`src/rtl/timer_motor_ctrl.sv`:
```
// Countdown timer with a two-field set mode, a pause sensor and a stepper-motor
// drive that runs only while the countdown is active.
module timer_motor_ctrl #(
  parameter int unsigned MIN_MAX   = 59,
  parameter int unsigned TICK_DIV  = 50,
  parameter int unsigned STEP_DIV  = 10,
  parameter int unsigned BLINK_DIV = 10,
  parameter int unsigned HALF_STEP = 0
) (
  input  logic       clk,
  input  logic       reset,
  input  logic       btn_mode,
  input  logic       btn_inc,
  input  logic       btn_dec,
  input  logic       start,
  input  logic       sensor,
  output logic [5:0] sec_out,
  output logic [5:0] min_out,
  output logic [1:0] state_out,
  output logic       field_sel,
  output logic       blink,
  output logic [3:0] motor,
  output logic       done
);

  localparam int unsigned TickW  = $clog2(TICK_DIV);
  localparam int unsigned StepW  = $clog2(STEP_DIV);
  localparam int unsigned BlinkW = $clog2(BLINK_DIV);

  localparam logic [TickW-1:0]  TickLast  = TickW'(TICK_DIV - 1);
  localparam logic [StepW-1:0]  StepLast  = StepW'(STEP_DIV - 1);
  localparam logic [BlinkW-1:0] BlinkLast = BlinkW'(BLINK_DIV - 1);
  localparam logic [5:0]        SecLast   = 6'd59;
  localparam logic [5:0]        MinLast   = 6'(MIN_MAX);

  typedef enum logic [1:0] {
    StIdle = 2'b00,
    StSet  = 2'b01,
    StRun  = 2'b10,
    StDone = 2'b11
  } state_e;

  state_e            state_q, state_d;
  logic [5:0]        sec_q, sec_d;
  logic [5:0]        min_q, min_d;
  logic [5:0]        psec_q, psec_d;
  logic [5:0]        pmin_q, pmin_d;
  logic              field_q, field_d;
  logic [TickW-1:0]  tick_cnt_q, tick_cnt_d;
  logic [StepW-1:0]  step_cnt_q, step_cnt_d;
  logic [BlinkW-1:0] blink_cnt_q, blink_cnt_d;
  logic [2:0]        phase_q, phase_d;
  logic              blink_q, blink_d;
  logic [3:0]        motor_q, motor_d;
  logic              done_q, done_d;
  logic [1:0]        rst_sync_q;
  logic              time_zero;
  logic              any_btn;

  function automatic logic [3:0] motor_code(input logic [2:0] ph);
    logic [3:0] code;
    code = 4'b0000;
    if (HALF_STEP != 0) begin
      case (ph)
        3'd0:    code = 4'b1000;
        3'd1:    code = 4'b1100;
        3'd2:    code = 4'b0100;
        3'd3:    code = 4'b0110;
        3'd4:    code = 4'b0010;
        3'd5:    code = 4'b0011;
        3'd6:    code = 4'b0001;
        default: code = 4'b1001;
      endcase
    end else begin
      case (ph[1:0])
        2'd0:    code = 4'b1000;
        2'd1:    code = 4'b0100;
        2'd2:    code = 4'b0010;
        default: code = 4'b0001;
      endcase
    end
    return code;
  endfunction

  // Reset asserts asynchronously; release is held off for two edges so the first
  // edge after deassertion never changes state.
  always_ff @(posedge clk or negedge reset) begin
    if (!reset) begin
      rst_sync_q <= 2'b00;
    end else begin
      rst_sync_q <= {rst_sync_q[0], 1'b1};
    end
  end

  always_comb begin
    state_d     = state_q;
    sec_d       = sec_q;
    min_d       = min_q;
    psec_d      = psec_q;
    pmin_d      = pmin_q;
    field_d     = field_q;
    tick_cnt_d  = tick_cnt_q;
    step_cnt_d  = step_cnt_q;
    phase_d     = phase_q;
    blink_cnt_d = blink_cnt_q;
    blink_d     = blink_q;
    time_zero   = (sec_q == 6'd0) && (min_q == 6'd0);
    any_btn     = btn_mode | btn_inc | btn_dec | start;

    unique case (state_q)
      StIdle: begin
        if (btn_mode) begin
          state_d = StSet;
          field_d = 1'b0;
        end else if (start && !time_zero) begin
          psec_d     = sec_q;
          pmin_d     = min_q;
          tick_cnt_d = '0;
          step_cnt_d = '0;
          phase_d    = 3'd0;
          state_d    = StRun;
        end
      end
      StSet: begin
        if (btn_mode) begin
          if (field_q) begin
            state_d = StIdle;
            field_d = 1'b0;
          end else begin
            field_d = 1'b1;
          end
        end else if (btn_inc ^ btn_dec) begin
          if (!field_q) begin
            if (btn_inc) sec_d = (sec_q >= SecLast) ? 6'd0 : sec_q + 6'd1;
            else         sec_d = (sec_q == 6'd0) ? SecLast : sec_q - 6'd1;
          end else begin
            if (btn_inc) min_d = (min_q >= MinLast) ? 6'd0 : min_q + 6'd1;
            else         min_d = (min_q == 6'd0) ? MinLast : min_q - 6'd1;
          end
        end
      end
      StRun: begin
        if (start) begin
          state_d = StIdle;
        end else if (!sensor) begin
          if (tick_cnt_q == TickLast) begin
            tick_cnt_d = '0;
            if (sec_q != 6'd0) begin
              sec_d = sec_q - 6'd1;
            end else if (min_q != 6'd0) begin
              sec_d = SecLast;
              min_d = min_q - 6'd1;
            end
            if ((min_q == 6'd0) && (sec_q <= 6'd1)) state_d = StDone;
          end else begin
            tick_cnt_d = tick_cnt_q + 1'b1;
          end
          if (step_cnt_q == StepLast) begin
            step_cnt_d = '0;
            phase_d    = (HALF_STEP != 0) ? phase_q + 3'd1 : {1'b0, phase_q[1:0] + 2'd1};
          end else begin
            step_cnt_d = step_cnt_q + 1'b1;
          end
        end
      end
      StDone: begin
        if (any_btn) begin
          sec_d   = psec_q;
          min_d   = pmin_q;
          state_d = StIdle;
        end
      end
      default: state_d = StIdle;
    endcase

    if (state_d != state_q) begin
      blink_cnt_d = '0;
      blink_d     = 1'b0;
    end else if ((state_q == StSet) || (state_q == StDone)) begin
      if (blink_cnt_q == BlinkLast) begin
        blink_cnt_d = '0;
        blink_d     = ~blink_q;
      end else begin
        blink_cnt_d = blink_cnt_q + 1'b1;
      end
    end else begin
      blink_cnt_d = '0;
      blink_d     = 1'b0;
    end

    motor_d = ((state_d == StRun) && !sensor) ? motor_code(phase_d) : 4'b0000;
    done_d  = (state_d == StDone);
  end

  always_ff @(posedge clk or negedge reset) begin
    if (!reset) begin
      state_q     <= StIdle;
      sec_q       <= 6'd0;
      min_q       <= 6'd0;
      psec_q      <= 6'd0;
      pmin_q      <= 6'd0;
      field_q     <= 1'b0;
      tick_cnt_q  <= '0;
      step_cnt_q  <= '0;
      blink_cnt_q <= '0;
      phase_q     <= 3'd0;
      blink_q     <= 1'b0;
      motor_q     <= 4'b0000;
      done_q      <= 1'b0;
    end else if (rst_sync_q[1]) begin
      state_q     <= state_d;
      sec_q       <= sec_d;
      min_q       <= min_d;
      psec_q      <= psec_d;
      pmin_q      <= pmin_d;
      field_q     <= field_d;
      tick_cnt_q  <= tick_cnt_d;
      step_cnt_q  <= step_cnt_d;
      blink_cnt_q <= blink_cnt_d;
      phase_q     <= phase_d;
      blink_q     <= blink_d;
      motor_q     <= motor_d;
      done_q      <= done_d;
    end
  end

  assign sec_out   = sec_q;
  assign min_out   = min_q;
  assign state_out = state_q;
  assign field_sel = field_q;
  assign blink     = blink_q;
  assign motor     = motor_q;
  assign done      = done_q;

endmodule

```
`config.mk`:
```
export PLATFORM = sky130hd
export DESIGN_NAME = timer_motor_ctrl
export DESIGN_NICKNAME = d
export VERILOG_FILES = /design/src/rtl/timer_motor_ctrl.sv
export SDC_FILE = /design/constraint.sdc
export NUM_CORES = 1
export LEC_CHECK = 0
export CORE_UTILIZATION = 36
export CTS_CLUSTER_DIAMETER = 100
export DETAILED_ROUTE_END_ITERATION = 8
export REMOVE_ABC_BUFFERS = 1
export SLEW_MARGIN = 20
export SYNTH_ARGS = -nofsm -noshare
export SYNTH_HDL_FRONTEND = slang
export SYNTH_SLANG_ARGS = --single-unit
```
`constraint.sdc`:
```
create_clock -name clk -period 3 [get_ports clk]
set_input_delay 0.3 -clock clk [delete_from_list [all_inputs] [get_ports clk]]
set_output_delay 0.3 -clock clk [all_outputs]
set_load 0.03 [all_outputs]
```
# Word-level counts from Yosys, hierarchy flattened
# Index checks and enable logic that the tools add are counted.
[op_classes]
add_sub_neg = 8
magnitude_cmp = 3
eq_ne = 27
mux = 66
bitwise_logic = 6
reduce_logical = 22
[ops]
columns = ["operator", "count"]
rows = [
  ["$mux 6", 29],
  ["$mux 4", 9],
  ["$pmux 6 s3", 2],
  ["$mux 2", 14],
  ["$ne 2x2->1 const B", 14],
  ["$add 6x1->6 const B", 3],
  ["$ge 6x6->1 const B", 2],
  ["$logic_not 6->1", 2],
  ["$pmux 4 s3", 1],
  ["$pmux 6 s2", 1],
  ["$reduce_bool 6->1", 2],
  ["$sub 6x1->6 const B", 2],
  ["$reduce_and 11->1", 1],
  ["$eq 2x2->1 const B", 5],
  ["$reduce_and 10->1", 1],
  ["$add 4x1->4 const B", 2],
  ["$eq 4x4->1 const B", 2],
  ["$pmux 2 s4", 1],
  ["$pmux 4 s2", 1],
  ["$reduce_and 4->1", 2],
  ["$eq 6x6->1 const B", 1],
  ["$le 6x1->1 const B", 1],
  ["$mux 1", 6],
  ["$reduce_and 6->1", 1],
  ["other kinds (17)", 27],
]
[totals]
register_bits = 51
output_inout_bits = 21

# Logic depth before layout (Yosys ltp)
[depth]
ltp_word = 10
depth_mapped = 9
mapped_depth_nobuf = 7

# Worst setup path before layout
# Ideal clock, no wire load.
[synth_path]
path_type = "flip-flop to flip-flop"
startpoint = "reg min_q[0], in the netlist min_out[0]"
endpoint = "reg psec_q[3]"
setup_time_ns = 0.125
t_arrival_ns = 2.326
t_required_ns = 2.875
setup_slack_ns = 0.549
stages_incl_launch_ff = 9
n_path_buf = 2
synth_period_minus_slack_ns = 2.451
cell_sequence = "dfrtp_1 inv_1 ha_1 or3b_4 nor4_4 or2_1 buf_4 buf_6 mux2_2"
[synth_via]
elab_chain_cells = 5
[synth_lines]
columns = ["element", "line", "source"]
rows = [
  ["start, declared", "45", "logic [5:0] min_q, min_d;"],
  ["start signal, assigned", "213", "min_q <= min_d;"],
  ["$logic_not 6->1", "107", "time_zero = (sec_q == 6'd0) && (min_q == 6'd0);"],
  ["$logic_and 1x1->1", "107", ""],
  ["$logic_not 1->1", "115", "end else if (start && !time_zero) begin"],
  ["$logic_and 1x1->1", "115", ""],
  ["$reduce_and 4->1 (no line)", "-", ""],
  ["end signal, assigned", "214", "psec_q <= psec_d;"],
  ["end, declared", "46", "logic [5:0] psec_q, psec_d;"],
]
# No other way between the ends.
# A chain may end at the register's enable or synchronous reset.

# Final worst setup path
[layout_path]
startpoint = "reg min_q[0], in the netlist min_out[0]"
endpoint = "reg psec_q[4]"
# The elaborated chain is that of the path after synthesis.

==> reports/qor.txt <==
CTS sink cnt - 51
RSZ-0062 raised after global routing - false
GRT Residual Overflow - 0
Power Dens Cells - 893 nW/µm²
Die X - 95.5 µm
Vias per Instance - 5.45
Core Box Area - 8340 µm²
Clock Latency Late Sink - 0.31 ns
Hold Buf Count CTS - 0
#FFs+latches synth - 51
Ys flop type - dfrtp_1
Worst Tran Pin Value - 0.758 ns
Final Hold Fails - 0
Tcrit/Tclk final - 85.0%
Hold WC Path Type - in2async
Fin crit period - 2.55 ns
Final setup TNS - 0 ns
Total vias in the final route - 2627
Die span in y - 95.5 µm
Flop pwr share - 35.6%
GP Congestion - 0.896
Filler cells - 824
Starting Density - 37.8%
CTS buffer count - 5
Combinational share of power - 48.9%
Finished Cell Area - 3670 µm²
Final setup vio count - 0
Share of layout cells above drive strength 1 - 12.7%
Dpl cell area - 3550 µm²
Largest net degree at the start of global routing - 33
Area of the mapped netlist - 3150 µm²
Fin Clk Skew - 0.00901 ns
Die area - 9130 µm²
Post-Synthesis Cells - 347
Worst path max stage delay - 0.46 ns
First-pass GRT wire length - 12400 µm
Cell Count, Final, Fillers Out - 482
Number of top-level pins - 28
Critical path's top delay family - simple AND/OR/NAND/NOR gates
Syn. warnings - 0
WL met2 - 3480 µm
DR pass1 iterations - 6
Max-cap violation count - 0
Leak pwr - 0.00156 µW
CP cell instances - inv_1 > ha_1 > or3b_4 > nor4_4 > or2_1 > buf_4 > mux2_2
Post-synth EDFFs - 0
Status - complete, no violations
Clk pwr share - 15.4%
Crit Path Class - reg2reg
Detail Placement HPWL - 5340 µm
Final #Nets - 394
Switching pwr - 1440 µW
Clk pin slew, worst setup/hold paths - 0.10 ns
Slowest CP cell - dfrtp_1
Crit path buffers/inverters - 2
TritonCTS clock tree - yes
M1 WL - 3560 µm
Final wirelength - 7330 µm
Htree depth - 2
GRT Total Usage - 17.5%
Remaining antenna violation count after routing - 0
Wire per inst - 15.2 µm
Asr flop ratio synth - 100%
Most frequent cell after synthesis - dfrtp_1
Worst hold slack - 0.0461 ns
Crit path launch type - flip-flop
Top post-synthesis cells by count - dfrtp_1 (51), o21ai_0 (35), nand2_1 (32)
Post-synth top area share - 40.5%
Crit path DAT - 2.75 ns
Setup Buffers After CTS - 0
Cell taking the most area after synthesis - dfrtp_1
Vias in the first global route - 2572
Worst path depth - 7
Seq/Total Area, Yosys - 40.5%
Critical Path RT - 3.20 ns
Count of different cell masters after synthesis - 65
CTS root buf - clkbuf_8
Internal power - 1840 µW
Avg Inst Size Synth - 9.08 µm²
Worst setup EP type - flip-flop
Ant. Diodes - 0
Num rows - 33
Sw frac - 43.9%
Top routing layer in use - met4
Max rail drop VDD - 0.563 mV
CTS max path bufs - 2
DRC errors left - 0
Area grow syn2layout - 16.5%
Dpl cells - 474
Slew headroom - 49.5%
Cts repair resizes - 0
Final Slew Violations - 0
Top cells by area, synth - dfrtp_1 (41%), o21ai_0 (5.6%), ha_1 (4.4%), mux2_2 (3.9%), nand2_1 (3.8%)
Initial antenna violation count - 0
Met3 wire len - 229 µm
DR iter-0 viols - 107
Cells on worst reg2reg path - 7
F_max - 392 MHz
CP Max Fanout - 10
# port buffers - 27
cell families after synthesis:
family          Yosys count  synth area share, %
other cells               1                0.119
flops                    51                 40.5
fa+ha+maj                11                 4.37
mux                      16                 5.52
xor+xnor                  9                 2.50
compound gates           99                 20.4
simple gates            121                 21.1
buf+inv                  39                 5.40
flip-flops by register name, indices dropped and copies added, names as in the netlist, 4 cells and up:
signal,cells
min_out,6
pmin_q,6
psec_q,6
sec_out,6
tick_cnt_q,6
blink_cnt_q,4
motor,4
step_cnt_q,4
area by class of cell:
class,count,area (µm²),area share [%]
repair buffers,40,363,9.89
inverters,21,78.8,2.15
clock inverters,3,47.5,1.30
clock buffers,5,68.8,1.88
well taps,105,131,3.58
multi-input cells,257,1700,46.4
flip-flops and latches,51,1280,34.8
per-layer routing:
metal  vias up  global-route usage, %
li1       1325                      -
met4         0                   4.85
met2        43                   28.8
met3         7                   2.39
met1      1252                   24.0
met5         -                      0
power by group through the flow:
stage	clock (µW)	combinational, µW	sequential [µW]
final	506	1600	1170
after global placement	0	1600	1170
after detailed placement	0	1610	1180
after global routing	544	1780	1210
after floorplan	0	838	1370
after CTS	524	1610	1170
cell usage in the layout (no fill, tap or decap), types with 3 or more instances in the layout:
cell / synthesis / final
a21oi_1: 12 / 12
a31oi_1: 7 / 7
and2_1: 3 / 3
buf_4: 1 / 13
clkbuf_8: 0 / 5
clkdlybuf4s50_1: 0 / 26
dfrtp_1: 51 / 51
ha_1: 11 / 11
inv_1: 21 / 21
mux2_2: 11 / 11
mux2i_1: 5 / 5
nand2_1: 32 / 32
nand2b_1: 5 / 5
nand3_1: 13 / 13
nor2_1: 19 / 19
nor2b_1: 3 / 3
nor3_1: 9 / 9
nor4_1: 5 / 5
o211ai_1: 9 / 9
o21a_1: 3 / 3
o21ai_0: 35 / 35
o2bb2ai_1: 5 / 5
o31ai_1: 3 / 3
o32ai_1: 5 / 5
or2_2: 5 / 5
or3_1: 4 / 4
xnor2_1: 3 / 3
xor2_1: 6 / 6
metrics by stage:
| step | total power, µW | setup WS (ns) | utilization [%] |
|---|---|---|---|
| global route | 3530 | 0.281 | 44.0 |
| floorplan | 2210 | -0.0268 | - |
| global placement | 2770 | 0.516 | 42.6 |
| CTS | 3310 | 0.429 | 44.0 |
| detailed placement | 2780 | 0.471 | 42.6 |
| finish | 3280 | 0.450 | 44.0 |
path summary, 6_finish.rpt:
check	startpoint	endpoint	slack, ns
max in group asynchronous	reset	sec_out[3]	2.20
max	min_out[0]	psec_q[4]	0.45
min in group clk	rst_sync_q[0]	rst_sync_q[1]	0.37
min	reset	field_sel	0.05
min reg2reg	rst_sync_q[0]	rst_sync_q[1]	0.37
max reg2reg	min_out[0]	psec_q[4]	0.45
No activity file was read; power rests on OpenSTA's default activity.
